## src/rtl/key_strobe_gen.sv

```systemverilog
// key_strobe_gen: debounces a bouncing push-button into a one-cycle enable strobe per press plus a debounced level.
// Optional auto-repeat while held is built when KEY_STROBE_AUTOREPEAT_EN is defined.
module key_strobe_gen #(
    parameter int DEBOUNCE_CYC      = 500000,
    parameter int KEY_ACTIVE_LOW    = 1,
    parameter int REPEAT_DELAY_CYC  = 25000000,
    parameter int REPEAT_PERIOD_CYC = 5000000
) (
    input  logic clk50m,
    input  logic rst,
    input  logic key_in,
    output logic enable,
    output logic key_lvl
);
    localparam int MAX_AB = (DEBOUNCE_CYC > REPEAT_DELAY_CYC) ? DEBOUNCE_CYC : REPEAT_DELAY_CYC;
    localparam int MAXC = (MAX_AB > REPEAT_PERIOD_CYC) ? MAX_AB : REPEAT_PERIOD_CYC;
    localparam int CW = $clog2(MAXC + 1);
    localparam logic INACT = (KEY_ACTIVE_LOW != 0);
    localparam logic [CW-1:0] DB_LAST = CW'(DEBOUNCE_CYC - 1);
`ifdef KEY_STROBE_AUTOREPEAT_EN
    localparam logic [CW-1:0] DLY_LAST = CW'(REPEAT_DELAY_CYC - 1);
    localparam logic [CW-1:0] PER_LAST = CW'(REPEAT_PERIOD_CYC - 1);
    logic rpt;
`endif
    typedef enum logic [1:0] {IDLE, PRESS_DB, HELD, RELEASE_DB} state_t;
    state_t state;
    logic [1:0] sync;
    logic [CW-1:0] cnt, cnt_inc;
    logic key_s;
    assign key_s = sync[1] ^ INACT;
    assign cnt_inc = (cnt == '1) ? cnt : cnt + 1'b1;
    always_ff @(posedge clk50m or posedge rst) begin
        if (rst) begin
            sync    <= {2{INACT}};
            state   <= IDLE;
            cnt     <= '0;
            enable  <= 1'b0;
            key_lvl <= 1'b0;
`ifdef KEY_STROBE_AUTOREPEAT_EN
            rpt     <= 1'b0;
`endif
        end else begin
            sync   <= {sync[0], key_in};
            enable <= 1'b0;
            case (state)
                IDLE: begin
                    cnt <= '0;
                    if (key_s) state <= PRESS_DB;
                end
                PRESS_DB:
                    if (!key_s) begin
                        state <= IDLE;
                        cnt   <= '0;
                    end else if (cnt == DB_LAST) begin
                        state   <= HELD;
                        cnt     <= '0;
                        enable  <= 1'b1;
                        key_lvl <= 1'b1;
                    end else cnt <= cnt_inc;
                HELD:
                    if (!key_s) begin
                        state <= RELEASE_DB;
                        cnt   <= '0;
`ifdef KEY_STROBE_AUTOREPEAT_EN
                        rpt   <= 1'b0;
                    end else if (cnt == (rpt ? PER_LAST : DLY_LAST)) begin
                        // first repeat waits the long delay, later ones the short period
                        enable <= 1'b1;
                        cnt    <= '0;
                        rpt    <= 1'b1;
                    end else cnt <= cnt_inc;
`else
                    end
`endif
                RELEASE_DB:
                    if (key_s) begin
                        state <= HELD;
                        cnt   <= '0;
                    end else if (cnt == DB_LAST) begin
                        state   <= IDLE;
                        cnt     <= '0;
                        key_lvl <= 1'b0;
                    end else cnt <= cnt_inc;
                default: state <= IDLE;
            endcase
        end
    end
endmodule

```

## config.mk

```make
export PLATFORM = sky130hd
export DESIGN_NAME = key_strobe_gen
export DESIGN_NICKNAME = d
export VERILOG_FILES = /design/src/rtl/key_strobe_gen.sv
export SDC_FILE = /design/constraint.sdc
export NUM_CORES = 1
export LEC_CHECK = 0
export ABC_AREA = 1
export CAP_MARGIN = 25
export CORE_ASPECT_RATIO = 1.5
export CORE_MARGIN = 3
export CORE_UTILIZATION = 65
export CTS_CLUSTER_SIZE = 24
export DETAILED_ROUTE_END_ITERATION = 16
export GPL_TIMING_DRIVEN = 0
export PLACE_DENSITY_LB_ADDON = 0.12
export SYNTH_ARGS = -nofsm -noshare
export SYNTH_HDL_FRONTEND = slang
export SYNTH_SLANG_ARGS = --single-unit
```

## constraint.sdc

```tcl
create_clock -name clk50m -period 2.5 [get_ports clk50m]
set_input_delay 0.5 -clock clk50m [delete_from_list [all_inputs] [get_ports clk50m]]
set_output_delay 0.5 -clock clk50m [all_outputs]
set_load 0.02 [all_outputs]
```

After elaboration in Yosys (flattened, before gate mapping)
Cells that the tools add are included.
{ "classes": {"n_addsub": 1, "n_reduce_logical": 4, "n_eq_ne": 13, "n_mux": 21} }
{ "op_table": {"columns": ["op", "n"], "rows": [
  ["two-way mux 25 bit", 5],
  ["one-hot mux 25 bit (4 select lines)", 1],
  ["adder 25 x 1 -> 25 bit (second input constant)", 1],
  ["== test 25 x 19 -> 1 bit (second input constant)", 1],
  ["== test 25 bit (second input constant)", 1],
  ["two-way mux 2 bit", 6],
  ["!= test 2 bit (second input constant)", 6],
  ["one-hot mux 2 bit (4 select lines)", 1],
  ["two-way mux 1 bit", 7],
  ["!= test 3 bit (second input constant)", 2],
  ["AND reduction 5 bit", 1],
  ["== test 2 bit (second input constant)", 2],
  ["AND reduction 4 bit", 1],
  ["== test 2 x 1 -> 1 bit (second input constant)", 1],
  ["logical NOT 2 bit", 1],
  ["one-hot mux 1 bit (2 select lines)", 1],
  ["nonzero test 2 bit", 1]
]} }
{ "totals": {"out_inout_bits": 2, "regBits": 31, "word_cells": 44} }

Logic depth before layout (Yosys ltp)
Gate-level depths: netlist of the first run.
{ "logic_depth": {"ltp_word": 5, "mapped_depth": 10, "mapped_depth_nobuf": 9} }

Least setup slack after synthesis of the first run
No wires, ideal clock.
{ "synth_timing": {"kind": "reg-to-reg", "startpoint": "reg cnt[0]", "endpoint": "reg cnt[0]", "t_required_ns": 2.434, "path_stages_with_launch": 11, "slack_ns": 0.856, "arrival_ns": 1.578, "path_buffers": 1, "synth_period_minus_slack_ns": 1.644, "path_cell_list": "dfrtp_1 -> ha_1 -> inv_2 -> nor2_4 -> nand2_4 -> nor2_8 -> nand3_4 -> buf_6 -> nand2_1 -> nand3_1 -> nand2_1"} }
{ "synth_between": {"elab_chain_cells": 5, "word_cells_on_any_way": 8} }
{ "synth_rtl": {"columns": ["element", "line", "rtl"], "rows": [
  ["start, declared", "28", "logic [CW-1:0] cnt, cnt_inc;"],
  ["start signal, assigned", "59", "end else cnt <= cnt_inc;"],
  ["start signal, assigned", "83", "end else cnt <= cnt_inc;"],
  ["adder 25 x 1 -> 25 bit / == test 25 bit (equally long branches)", "31", "assign cnt_inc = (cnt == '1) ? cnt : cnt + 1'b1;"],
  ["two-way mux 25 bit", "31", null],
  ["two-way mux 25 bit (*)", "54, 79", null],
  ["two-way mux 25 bit, on equally long branches", "76, 51", null],
  ["one-hot mux 25 bit (4 select lines) (*)", "45", "case (state)"]
]} }
Every way passes the cells marked *; elsewhere a longest branch is shown, timed or not.
A chain may end at the register's enable or synchronous reset.

Worst setup path in the final report of the first run
{ "layout_timing": {"startpoint": "reg cnt[0]", "endpoint": "reg cnt[20]"} }
Same word-level chain as after synthesis.

==> metrics.yaml, run 1 <==
run_status:
  status: "completed"
worst_setup_path:
  crit_path_end_kind: "flip-flop"
  reg2reg_slack_ns: 0.46
  worstPathRequired_ns: 2.67
  worstReg2RegEnd: "cnt[20]"
  reg2reg_from: "cnt[0]"
  cp-start-kind: "flip-flop"
  worstRegToRegCells: 9
  critPathKind: "flip-flop to flip-flop"
  cpPeakStageDelay_ns: 0.51
  worstPathCellList: "ha_1 -> nand3_1 -> nor2_1 -> nand3_1 -> nor2_1 -> nor2_2 -> buf_2 -> nand2_1 -> nand2_1"
  arrival_ns: 2.21
  path_max_fanout: 10
  crit_slowest_cell: "dfrtp_1"
sta:
  fin_crit_ns: 2.04
  period_share_pct: 81.8
  worst_pin_slew_ns: 0.654
  setup_viol: 0
  rsz0062_at_grt: "false"
  relSlewSlack_pct: 56.3
  hold_viol: 0
  final_max_slew_viol_count: 0
  fin_tns_setup_ns: 0
  max_freq_mhz: 489
  finClkSkew_ns: 0.0143
drt:
  ant_nets: 0
  drt-initial-drc-count: 144
  drc_errors: 0
  via_per_inst: 5.51
  wire_per_inst_um: 13.5
  via_count: 2155
  drt_first_pass_iters: 5
  wl_um: 5290
power_and_ir_drop:
  leakage_nw: 1.10
  power.density_nw_per_um2: 398
  seqPwrFrac_pct: 54.8
  pwr-share-comb_pct: 3.9
  power.internal_mw: 0.714
  p_clk_share_pct: 41.4
  p_switching_mw: 0.221
  finalPower_mw: 0.935
  peakVddDrop_mv: 0.418
  switching_share_pct: 23.6
grt:
  grt_usage_pct: 29.9
  grt_max_degree: 19
  grt_pass1_vias: 2011
  antenna_found_initial: 0
  gr-total-overflow: 0
  grt_pass1_wl_um: 9050
placement:
  place_congestion: 0.954
  io_buffers: 4
  place_hpwl_um: 3940
clock_network:
  cts_hold_buf: 0
  cts_tree: "yes"
  cts_root_buf: "clkbuf_8"
  postCtsSetupBuffers: 0
  cts_num_sinks: 31
  ctsHtreeMaxLevel: 2
  clock_latency_ns: 0.29
  cts.repair.resized: 0
  clkTransAtPathRegs_ns: 0.06
  cts_buffer_depth: 2
  numCtsBuffers: 5
logic_synthesis:
  yosys.area.top_type: "dfrtp_1"
  synth_seq_cells: 31
  synth.net_count: 343
  netlist.area_leader.share_pct: 33.8
  ys_top_cells_by_area: "dfrtp_1 34%, nand2_1 24%, nand3_1 8.2%"
  yosys_warnings: 0
  syn_area_um2: 2150
  syn_area_per_cell_um2: 6.34
  syn_inst: 339
  yosys.cell_types.count: 25
  yosysSeqAreaShare_pct: 36.2
run:
  drv_cap: 0
final_layout:
  fill_cells: 249
  antennaDiodeCount: 0
  drive_gt1_share_pct: 6.53
  nets: 355
  synthToLayoutAreaGrowth_pct: 9.20
min_path:
  min_from: "sync[0]"
  hold_path_class: "flip-flop to flip-flop"
  hold_path_depth: 0
  hold_end: "sync[1]"
die:
  die_h_um: 76.4
  rows: 24
  core-area_um2: 3030
  fp.dieW_um: 52.9
  pin_count: 5
  design.die.area_um2: 4050
  start_util_pct: 70.8
==> state kept, by name, summed over array words and instances, names as in the netlist, named ones only <==
signal and cells:
key_lvl 1, sync 2, enable 1, cnt 25
state 1
==> cells in the mapped netlist <==
| master | instances |
|---|---|
| buf_2 | 2 |
| a21oi_1 | 2 |
| buf_6 | 2 |
| nor2_2 | 3 |
| inv_1 | 41 |
| dfstp_2 | 2 |
| o21ai_1 | 2 |
| o21ai_0 | 10 |
| o21ai_2 | 1 |
| ha_1 | 1 |
| nor2_1 | 42 |
| xnor2_1 | 1 |
| nand3_4 | 1 |
| dfrtp_1 | 29 |
| nand2_4 | 1 |
| nor3_1 | 3 |
| xor2_1 | 6 |
| nand2_2 | 1 |
| nand3_1 | 35 |
| nor2_8 | 1 |
| inv_2 | 1 |
| nand4_1 | 11 |
| clkbuf_1 | 2 |
| nor2_4 | 1 |
| nand2_1 | 138 |
==> routing by layer <==
layer	global-route usage, %	vias to the layer above	share of wire (%)	routed length, um
met5	0	-	0	0
met4	16.4	0	4.1	215
met3	5.68	21	5.7	303
met2	47.5	81	49	2600
met1	36.9	976	41	2170
li1	-	1077	-	-
==> per-stage QoR <==
stage          setup slack (ns)  cell area [um2]  hold slack [ns]  utilization [%]  cells
2_1_floorplan             0.856             2150            0.345                -    339
3_3_place_gp              0.499             2240            0.349             73.8    382
3_5_place_dp              0.451             2260            0.349             74.7    383
4_1_cts                   0.442             2350            0.362             77.4    391
5_1_grt                   0.217             2350            0.368             77.4    391
6_report                  0.455             2350            0.359             77.4    391
==> critical path, delay by kind of cell, from the launching register on <==
| family | cells | cell delay (ns) |
|---|---|---|
| AND/OR/NAND/NOR | 7 | 0.87 |
| adder cells (fa/ha/maj) | 1 | 0.36 |
| buffers and inverters | 1 | 0.19 |
| flip-flops | 1 | 0.51 |
==> cell type report <==
class,count,area [um2],area share [%]
multi-input combinational,260,1170,50.0
inverter,42,158,6.72
sequential,31,778,33.2
timing repair buffer,5,67.6,2.88
buffer,6,40.0,1.71
tap,39,48.8,2.08
clock buffer,7,76.3,3.25
clock inverter,1,5.00,0.213
==> layout by cell type (no fill, tap or decap), drive strengths merged <==
cell / count
ha: 1
clkbuf: 9
nor2: 47
clkinv: 1
inv: 42
o21ai: 13
clkdlybuf4s50: 4
buf: 5
nand4: 11
nand2: 140
xor2: 6
nand3: 36
dfstp: 2
xnor2: 1
dfrtp: 29
a21oi: 2
nor3: 3
==> how the worst max path moves through the flow <==
stage | startpoint | endpoint | slack (ns) | cells after the start
floorplan | cnt[0] | cnt[0] | 0.86 | 10
global placement | cnt[0] | cnt[19] | 0.50 | 9
detailed placement | cnt[0] | cnt[13] | 0.45 | 9
CTS | cnt[0] | cnt[20] | 0.44 | 9
global route | cnt[0] | cnt[21] | 0.22 | 9
finish | cnt[0] | cnt[20] | 0.46 | 9
==> power groups by stage <==
stage,logic (mW),clock network (mW),registers (mW)
final,0.0363,0.387,0.512
after global routing,0.0411,0.418,0.512
after CTS,0.0370,0.394,0.512
after detailed placement,0.0364,0,0.521
after global placement,0.0305,0,0.521
after floorplan,0.0209,0,0.519
==> kinds of logic (layout without fill, tap and decap cells) <==
family | Yosys count | in the layout | synth area share (%)
AOI/OAI and AO/OA | 15 | 15 | 3.67
xor gates and xnor gates | 7 | 7 | 2.85
DFF | 31 | 31 | 36.2
and+or+nand+nor | 237 | 237 | 47.5
buffers and inverters | 48 | 61 | 9.20
adders and majority gates | 1 | 1 | 0.582
Note: power is estimated with default switching activity, not from simulation.
==> inputs of run 2 (changes only) <==
CORE_UTILIZATION = 56   (was 65)
clock period = 1.7 ns   (was 2.5 ns; I/O delays follow)
==> metrics.yaml, run 2 (synthesized netlist as in run 1, its figures left out) <==
worst_setup_path:
  worstRegToRegCells: 8  # -1
  reg2reg_from: "cnt[16]"
  crit_path_start: "cnt[16]"
  critPathKind: "flip-flop to flip-flop"
  cp-start-kind: "flip-flop"
  critPathTopFamily: "simple AND/OR/NAND/NOR gates"
  crit_slowest_cell: "dfrtp_1"
  cpPeakStageDelay_ns: 0.43  # -0.08 ns
  arrival_ns: 1.78  # -0.43 ns
  worstPathRequired_ns: 1.87  # -0.80 ns
  reg2reg_slack_ns: 0.09  # -0.36 ns
  path_buf_inv: 1  # unchanged
  worstReg2RegEnd: "cnt[1]"
  path_max_fanout: 10  # unchanged
  crit_path_end_kind: "flip-flop"
  worstPathCellList: "nand2_2 -> nor2_4 -> nand3_1 -> nor2_2 -> nor2_4 -> buf_4 -> nand3_1 -> nand2_1"
clock_network:
  ctsHtreeMaxLevel: 2  # unchanged
  numCtsBuffers: 5  # unchanged
  clkTransAtPathRegs_ns: 0.07  # about the same
  cts_root_buf: "clkbuf_8"
  cts_num_sinks: 31  # unchanged
  cts_hold_buf: 0  # unchanged
  clock_latency_ns: 0.29  # about the same
  cts_buffer_depth: 2  # unchanged
  cts_tree: "yes"
die:
  fp.dieW_um: 56.6  # +6.9%
  rows: 26  # +8.3%
  die_h_um: 81.9  # +7.1%
  start_util_pct: 60.6  # -10 points
  pin_count: 5  # unchanged
  core-area_um2: 3550  # +17%
  design.die.area_um2: 4630  # +14%
sta:
  fin_crit_ns: 1.61  # -0.436 ns
  hold_viol: 0  # unchanged
  setup_viol: 0  # unchanged
  max_freq_mhz: 622  # +27%
  period_share_pct: 94.6  # +13 points
  finClkSkew_ns: 0.00697  # -0.00736 ns
  fin_tns_setup_ns: 0  # unchanged
  worst_pin_slew_ns: 0.638  # -0.0162 ns
  rsz0062_at_grt: "true"
  final_max_slew_viol_count: 0  # unchanged
  setup_ws_ns: 0.0910  # -0.364 ns
  relSlewSlack_pct: 57.4  # +1.1 points
grt:
  grt_max_degree: 19  # unchanged
  gr-usage-met3_pct: 5.19  # -0.49 points
  grt_pass1_vias: 2058  # +2.3%
  grt_pass1_wl_um: 9380  # +3.6%
  grt_use_met2_pct: 44.4  # -3.1 points
  gr-total-overflow: 0  # unchanged
  grt-busiest-layer: "met2"
  antenna_found_initial: 0  # unchanged
  use_met1_pct: 32.1  # -4.8 points
  grt_usage_pct: 26.4  # -3.5 points
placement:
  dp_slack_ns: -0.336  # -0.787 ns
  place_hpwl_um: 3910  # -0.66%
  place_congestion: 0.954  # about the same
  dp.cells: 386  # +0.78%
  io_buffers: 4  # unchanged
final_layout:
  reg_top3: "cnt x25, sync x2"
  largest_register_ffs: 25  # unchanged
  multiInputGateArea_um2: 1250  # +6.6%
  stdcell_count: 403  # +3.1%
  fill_cells: 301  # +21%
  final_common_cell: "nand2_1"
  nets: 364  # +2.5%
  drive_gt1_share_pct: 15.0  # +8.4 points
  seq_area_um2: 785  # +0.80%
  synthToLayoutAreaGrowth_pct: 18.4
  antennaDiodeCount: 0  # unchanged
  regMostFlops: "cnt"
  final_cell_mix: "136 x nand2_1, 41 x inv_1, 34 x nand3_1"
run_status:
  status: "completed"
min_path:
  min_from: "sync[0]"
  hold_path_depth: 0  # unchanged
  hold_path_class: "flip-flop to flip-flop"
  hold_end: "sync[1]"
drt:
  drt-initial-drc-count: 92  # -36%
  via_count: 2149  # -0.28%
  ant_nets: 0  # unchanged
  drc_errors: 0  # unchanged
  drt_first_pass_iters: 5  # unchanged
  wire_per_inst_um: 13.7  # +1.2%
  via_per_inst: 5.33  # -3.2%
  wl_um: 5520  # +4.3%
run:
  drv_cap: 0  # unchanged
power_and_ir_drop:
  peakVddDrop_mv: 0.549  # +31%
  leakage_nw: 1.16  # +5.9%
  finalPower_mw: 1.58  # +69%
  power.density_nw_per_um2: 619  # +55%
[run 2: cell count changes in the layout (fill, tap and decap cells not counted), sizes merged]
cell	delta
buf	+9
clkbuf	-1
bufinv	+1
[run 2: layout make-up]
type	count	area share (%)
buffer	6	1.82
clock buffer	6	3.25
clock inverter	2	1.38
inverter	42	6.20
multi-input combinational	260	49.1
sequential	31	30.8
tap	42	2.07
timing repair buffer	14	5.31
[run 2: through the flow]
| step | instance area, um2 | util [%] | hold slack [ns] |
|---|---|---|---|
| after floorplan | 2150 | - | 0.344 |
| after CTS | 2460 | 69.4 | 0.358 |
| after detailed placement | 2270 | 64.0 | 0.348 |
| after global routing | 2540 | 71.7 | 0.364 |
| final | 2540 | 71.7 | 0.356 |
| after global placement | 2240 | 63.2 | 0.349 |
[run 2: how the worst max path moves through the flow]
stage | endpoint | slack [ns] | cells past startpoint
3_5_place_dp | cnt[1] | -0.34 | 9
6_report | cnt[1] | 0.09 | 8
3_3_place_gp | cnt[1] | -0.33 | 9
5_1_grt | cnt[20] | -0.04 | 9
4_1_cts | cnt[0] | 0.009 | 10
2_1_floorplan | cnt[0] | 0.06 | 10
[run 2: what timing repair did]
action,CTS,global route
buffers inserted,5,4
pin swaps,1,2
gates resized for setup,10,20
endpoints found under the setup margin,29,26
gates cloned,0,0
[run 2: power breakdown]
part / total, mW / internal (mW) / switching (mW)
Sequential: 0.752 / 0.746 / 0.00591
Clock: 0.759 / 0.474 / 0.285
Combinational: 0.0650 / 0.0251 / 0.0399
[run 2: layer usage]
metal / share of wire (%) / wire length, um
met5: 0 / 0
met4: 3.9 / 216
met3: 4.7 / 258
met2: 49 / 2700
met1: 42 / 2340
==> edit 1 (flow settings as in run 2) <==
Make the reset (`rst`) synchronous in one clocked block.
--- a/src/rtl/key_strobe_gen.sv
+++ b/src/rtl/key_strobe_gen.sv
@@ -29,7 +29,7 @@
     logic key_s;
     assign key_s = sync[1] ^ INACT;
     assign cnt_inc = (cnt == '1) ? cnt : cnt + 1'b1;
-    always_ff @(posedge clk50m or posedge rst) begin
+    always_ff @(posedge clk50m) begin
         if (rst) begin
             sync    <= {2{INACT}};
             state   <= IDLE;
Behaviour: same outputs for any inputs over 10 cycles, from zero or initial values and one cycle with rst high; that may be too few to reach the edited logic, so the function may still have changed.
==> edit 1 against run 2 <==
  * Sequential cell count unchanged
  * Cell area fell by 3.1%
  * Die area decreased by 1.4%
  * Worst setup slack got worse by 5.6 ps
  * Synthesized area fell by 1.5%
  * Fmax decreased by 0.35%
  * Routed wire length decreased by 4.1%
  * Clock power down 21%
  * Total power shrank 9.9%
  * Largest cell class unchanged
==> edit 1: results (changes against run 2) <==
Synthesis:
- The fraction of registers with async set/reset is 0 (was 1.00).
- Most instantiated cells after synthesis: nand2_1 (106), nor2_1 (34), dfxtp_1 (31) (was nand2_1 (138), nor2_1 (42), inv_1 (41)).
- The top flip-flop cell by instance count after synthesis is dfxtp_1 (was dfrtp_1).
- The fraction of the yosys area taken by sequential cells is 0.293 (was 0.362).
- Top area cells in the synthesized netlist: dfxtp_1 (29%), nand2_1 (19%), nand3_1 (6.9%) (was dfrtp_1 (34%), nand2_1 (24%), nand3_1 (8.2%)).
- The post-synthesis cell type count was 30 (was 25).

Drt:
- The number of detailed-routing iterations run before antenna repair was 4 (was 5).
- The average routed wire per standard cell came to 13.5 um (was 13.7 um).
- The via density per instance is 5.39 (was 5.33).

Clocking:
- The source-to-sink clock delay at the later pin of the worst-skew pair is 290 ps (about the same).

Critical path:
- The cell depth of the worst flop-to-flop path is 10 (was 8).
- The critical path data arrival time came to 1830 ps (was 1780 ps).
- The worst setup path endpoint was cnt[10] (was cnt[1]).
- The worst setup path startpoint is cnt[0] (was cnt[16]).

GRT:
- The number of global-route vias before repair was 1915 (was 2058).
- The pin count of the biggest net entering global routing was 12 (was 19).
- The first-pass GRT wire length is 8600 um (was 9380 um).
- The combined global-route utilization of all metal layers came to 0.242 (was 0.264).

Layout:
- The count of fill cells added during filler insertion is 304 (was 301).
- The fraction of final layout cells with drive strength greater than 1 is 0.266 (was 0.150).

Power:
- The peak ir drop on the vdd network is 647 uV (was 549 uV).
- The leakage power total came to 0.922 nW (was 1.16 nW).
- The switching power total is 0.000378 W (was 0.000331 W).

Place:
- The detailed-placement wirelength estimate came to 3850 um (was 3910 um).
- The count of buffers inserted at the top-level ports is 3 (was 4).
- The final weighted congestion in routability-driven placement came to 0.969 (was 0.954).

Timing:
- The actual transition at the worst max-transition pin was 703 ps (was 638 ps).
- The clock skew after layout is 3.59 ps (was 6.97 ps).

Run status:
- Outcome: completed (unchanged).
==> edit 1: worst min path at each step <==
stage                       start      end  slack, ps  cells after the start
after floorplan           sync[0]  sync[1]        390                      1
after global placement    sync[0]  sync[1]        400                      1
after detailed placement  sync[0]  sync[1]        400                      1
after CTS                 sync[0]  sync[1]        410                      1
after global routing      sync[0]  sync[1]        430                      1
final                     sync[0]  sync[1]        410                      1
==> edit 1: critical path, stage by stage, from the launching register on <==
cell	delay, ps
dfxtp_4	370
ha_4	140
nand3_4	110
inv_2	90
nand2_4	80
nor2_8	160
nand3_4	130
buf_6	190
nand3_2	70
nand2_2	50
a21oi_2	110
==> edit 1: area by class of cell <==
cell class | count | area, um^2 | area share
flip-flops and latches | 31 | 639 | 0.260
inverters | 30 | 113 | 0.0457
plain buffers | 9 | 62.6 | 0.0254
repair buffers | 14 | 116 | 0.0472
clock inverters | 3 | 20.0 | 0.00813
multi-input cells | 258 | 1390 | 0.565
well taps | 42 | 52.6 | 0.0213
clock buffers | 5 | 68.8 | 0.0279
==> edit 1: repair_timing <==
item	in CTS	in global routing
pin swaps	2	6
resized for setup	11	21
setup buffers	6	5
setup endpoints to repair	28	24
==> edit 1: layer usage <==
layer | vias to the layer above | routed length, um | GRT usage | part of all wire
li1 | 1096 | - | - | -
met1 | 963 | 2240 | 0.265 | 0.42
met2 | 40 | 2740 | 0.461 | 0.52
met4 | 0 | 134 | 0.0926 | 0.025
met5 | - | 0 | 0 | 0
met3 | 15 | 179 | 0.0397 | 0.034
==> edit 1: cells by family (layout without fill, tap and decap cells) <==
logic type	Yosys count	after routing	synth area share
AOI/OAI and AO/OA	37	37	0.112
adders and majority gates	1	1	0.00591
buffers and inverters	39	61	0.0786
DFF	31	31	0.293
xor gates and xnor gates	2	2	0.00828
and+or+nand+nor	218	218	0.501
==> edit 1: per-stage QoR <==
stage                     TNS (ps)  std cells  instance area (um^2)  hold WS [ps]  setup slack [ps]
after floorplan                  0        328                  2120           389               109
after global placement       -4330        373                  2200           405              -226
after detailed placement     -5150        373                  2200           396              -256
after CTS                        0        387                  2370           414              8.41
after global routing         -39.4        392                  2460           428             -15.1
final                            0        392                  2460           413              85.5
==> edit 1: power by group through the flow <==
stage | sequential, W | combinational (W) | clock [W]
after floorplan | 0.000760 | 0.0000518 | 0
after global placement | 0.000762 | 0.0000692 | 0
after detailed placement | 0.000763 | 0.0000704 | 0
after CTS | 0.000746 | 0.0000719 | 0.000605
after global routing | 0.000745 | 0.0000847 | 0.000626
final | 0.000744 | 0.0000757 | 0.000600
==> edit 2 (config.mk and constraints of run 2) <==
Made on the original files. Set the parameter `REPEAT_DELAY_CYC` to 6250000 (it was 25000000).
--- a/src/rtl/key_strobe_gen.sv
+++ b/src/rtl/key_strobe_gen.sv
@@ -3,7 +3,7 @@
 module key_strobe_gen #(
     parameter int DEBOUNCE_CYC      = 500000,
     parameter int KEY_ACTIVE_LOW    = 1,
-    parameter int REPEAT_DELAY_CYC  = 25000000,
+    parameter int REPEAT_DELAY_CYC  = 6250000,
     parameter int REPEAT_PERIOD_CYC = 5000000
 ) (
     input  logic clk50m,
Formal check against the unedited RTL: same outputs for any inputs over 10 cycles, from zero or initial values and one cycle with rst high; that may be too few to reach the edited logic, so the function may still have changed.
==> edit 2 against run 2 <==
  * Sequential cell count down 2
  * Worst setup slack worse by 0.61 ps
  * Cell area down 8.2%
  * Utilization down 4.0 points
  * Synthesized area down 5.7%
  * First-iteration DRC count down 21%
  * Routed wire length down 8.4%
Power is not compared: it rests on default switching activity, and its combinational part moved more than twofold at a synthesized area within 25%.
==> edit 2: results (changes against run 2) <==
Run status:
- Outcome: completed (unchanged).

Layout:
- Leading registers by flop count: cnt: 23 flops, sync: 2 flops (was cnt: 25 flops, sync: 2 flops).
- The number of nets in the finished design is 321 (was 364).
- The fraction of final layout cells with drive strength greater than 1 was 0.164 (was 0.150).
- The count of fill cells added during filler insertion is 325 (was 301).

Power:
- The worst-case IR drop observed on VDD is a little under 900 uV.
- Summed over all nets, the switching power comes to around 0.00066 W.
- The leakage power total is about 1.1 nW.

Synthesis:
- The synthesized net count is 303 (was 343).
- The fraction of the yosys area taken by sequential cells is 0.359 (was 0.362).
- The top flip-flop cell by instance count after synthesis is dfrtp_1 (unchanged).
- Top area cells in the synthesized netlist: dfrtp_1 (33%), nand2_1 (19%), inv_1 (6.9%) (was dfrtp_1 (34%), nand2_1 (24%), nand3_1 (8.2%)).
- Most instantiated cells after synthesis: nand2_1 (105), inv_1 (37), nor2_1 (33) (was nand2_1 (138), nor2_1 (42), inv_1 (41)).
- The synthesized cell area is 2030 um^2 (was 2150 um^2).
- The post-synthesis cell type count is 31 (was 25).

Clocking:
- The root buffer cell is clkbuf_8 (unchanged).
- The post-CTS clock slew at the launch and capture registers of the worst setup and hold paths is 60 ps.
- The maximum level of the CTS H-tree is 2 (unchanged).

Place:
- The pre-CTS worst setup slack is -285 ps (was -336 ps).
- The detailed-placement wirelength estimate is 3810 um (was 3910 um).
- The count of buffers inserted at the top-level ports is 4 (unchanged).
- The final weighted congestion in routability-driven placement came to 0.914 (was 0.954).

Drt:
- The average routed wire per standard cell is 14.0 um (was 13.7 um).
- The number of detailed-routing iterations run before antenna repair is 4 (was 5).
- The number of DRC markers in iteration 0 is 73 (was 92).
- The via density per instance is 5.34 (was 5.33).

GRT:
- The number of global-route vias before repair was 1893 (was 2058).
- The pin count of the biggest net entering global routing is 17 (was 19).
- The combined global-route utilization of all metal layers is 0.273 (was 0.264).
- The first-pass GRT wire length was 8500 um (was 9380 um).

Timing:
- The clock skew after layout is 9.35 ps (was 6.97 ps).
- The actual transition at the worst max-transition pin is 647 ps (was 638 ps).

Critical path:
- The highest net fanout along the worst path is 10 (unchanged).
- The critical path data arrival time is 1830 ps (was 1780 ps).
## edit 2: cell count changes after synthesis, moves of 2 or more
cell	before	now
nand3_1	35	27
nand3_2	0	11
nand2_2	1	5
inv_1	41	37
buf_2	2	0
dfrtp_1	29	27
nand2_1	138	105
nand4_1	11	6
o21ai_0	10	15
nor2_1	42	33
xor2_1	6	2
o22ai_1	0	2
## edit 2: path summary, 6_finish.rpt
check	startpoint	to	slack (ps)	cells past startpoint
max	cnt[1]	cnt[0]	90	10
min	sync[0]	sync[1]	360	0
max reg2reg	cnt[1]	cnt[0]	90	10
min reg2reg	sync[0]	sync[1]	360	0
max in group asynchronous	rst	sync[1]	670	3
min in group asynchronous	rst	cnt[5]	440	2
## edit 2: metal layers
metal / vias to the layer above / wire length, um / global-route usage / share of wire
met5: - / 0 / 0 / 0
met4: 0 / 149 / 0.127 / 0.029
met3: 13 / 199 / 0.0561 / 0.039
met2: 47 / 2680 / 0.480 / 0.53
met1: 885 / 2020 / 0.297 / 0.40
li1: 979 / - / - / -
## edit 2: through the flow
step	hold WS [ps]	instance area [um^2]	power, W	cells
5_1_grt	366	2330	0.00207	360
3_3_place_gp	353	2120	0.00126	345
6_report	361	2330	0.00195	360
2_1_floorplan	344	2030	0.00115	299
4_1_cts	362	2270	0.00192	356
3_5_place_dp	350	2150	0.00128	346
## edit 2: logic make-up after synthesis
| kind of cell | Yosys count | synth area share |
|---|---|---|
| compound gates | 24 | 0.0636 |
| flops | 29 | 0.359 |
| xor+xnor | 2 | 0.00865 |
| buf+inv | 44 | 0.0957 |
| simple gates | 199 | 0.466 |
| fa+ha+maj | 1 | 0.00618 |
## edit 2: final cells by class
class                      count  share of cell area
multi-input combinational    226               0.493
sequential                    29               0.314
inverter                      38              0.0622
timing repair buffer          11              0.0482
clock buffer                   8              0.0386
tap                           42              0.0225
buffer                         6              0.0220
## edit 2: critical path, stage by stage, from the launching register on
cell,delay [ps]
dfrtp_2,410
ha_4,190
nand3_4,110
inv_4,90
nand2_4,80
nor2_8,160
nand2_4,110
buf_6,190
nand2_2,70
nand3_2,60
nand2_1,60
## edit 2: power groups by stage
| stage | sequential, W | clock (W) | combinational (W) |
|---|---|---|---|
| after floorplan | 0.000795 | 0 | 0.000352 |
| after global routing | 0.000816 | 0.000635 | 0.000622 |
| after CTS | 0.000808 | 0.000601 | 0.000514 |
| after global placement | 0.000808 | 0 | 0.000452 |
| after detailed placement | 0.000809 | 0 | 0.000468 |
| final | 0.000806 | 0.000586 | 0.000553 |
## edit 2: what timing repair did
action / CTS / global route
gates resized for setup: 4 / 9
buffers inserted: 2 / 4
pin swaps: 1 / 1
hold buffers: 0 / 0
endpoints found under the setup margin: 24 / 22
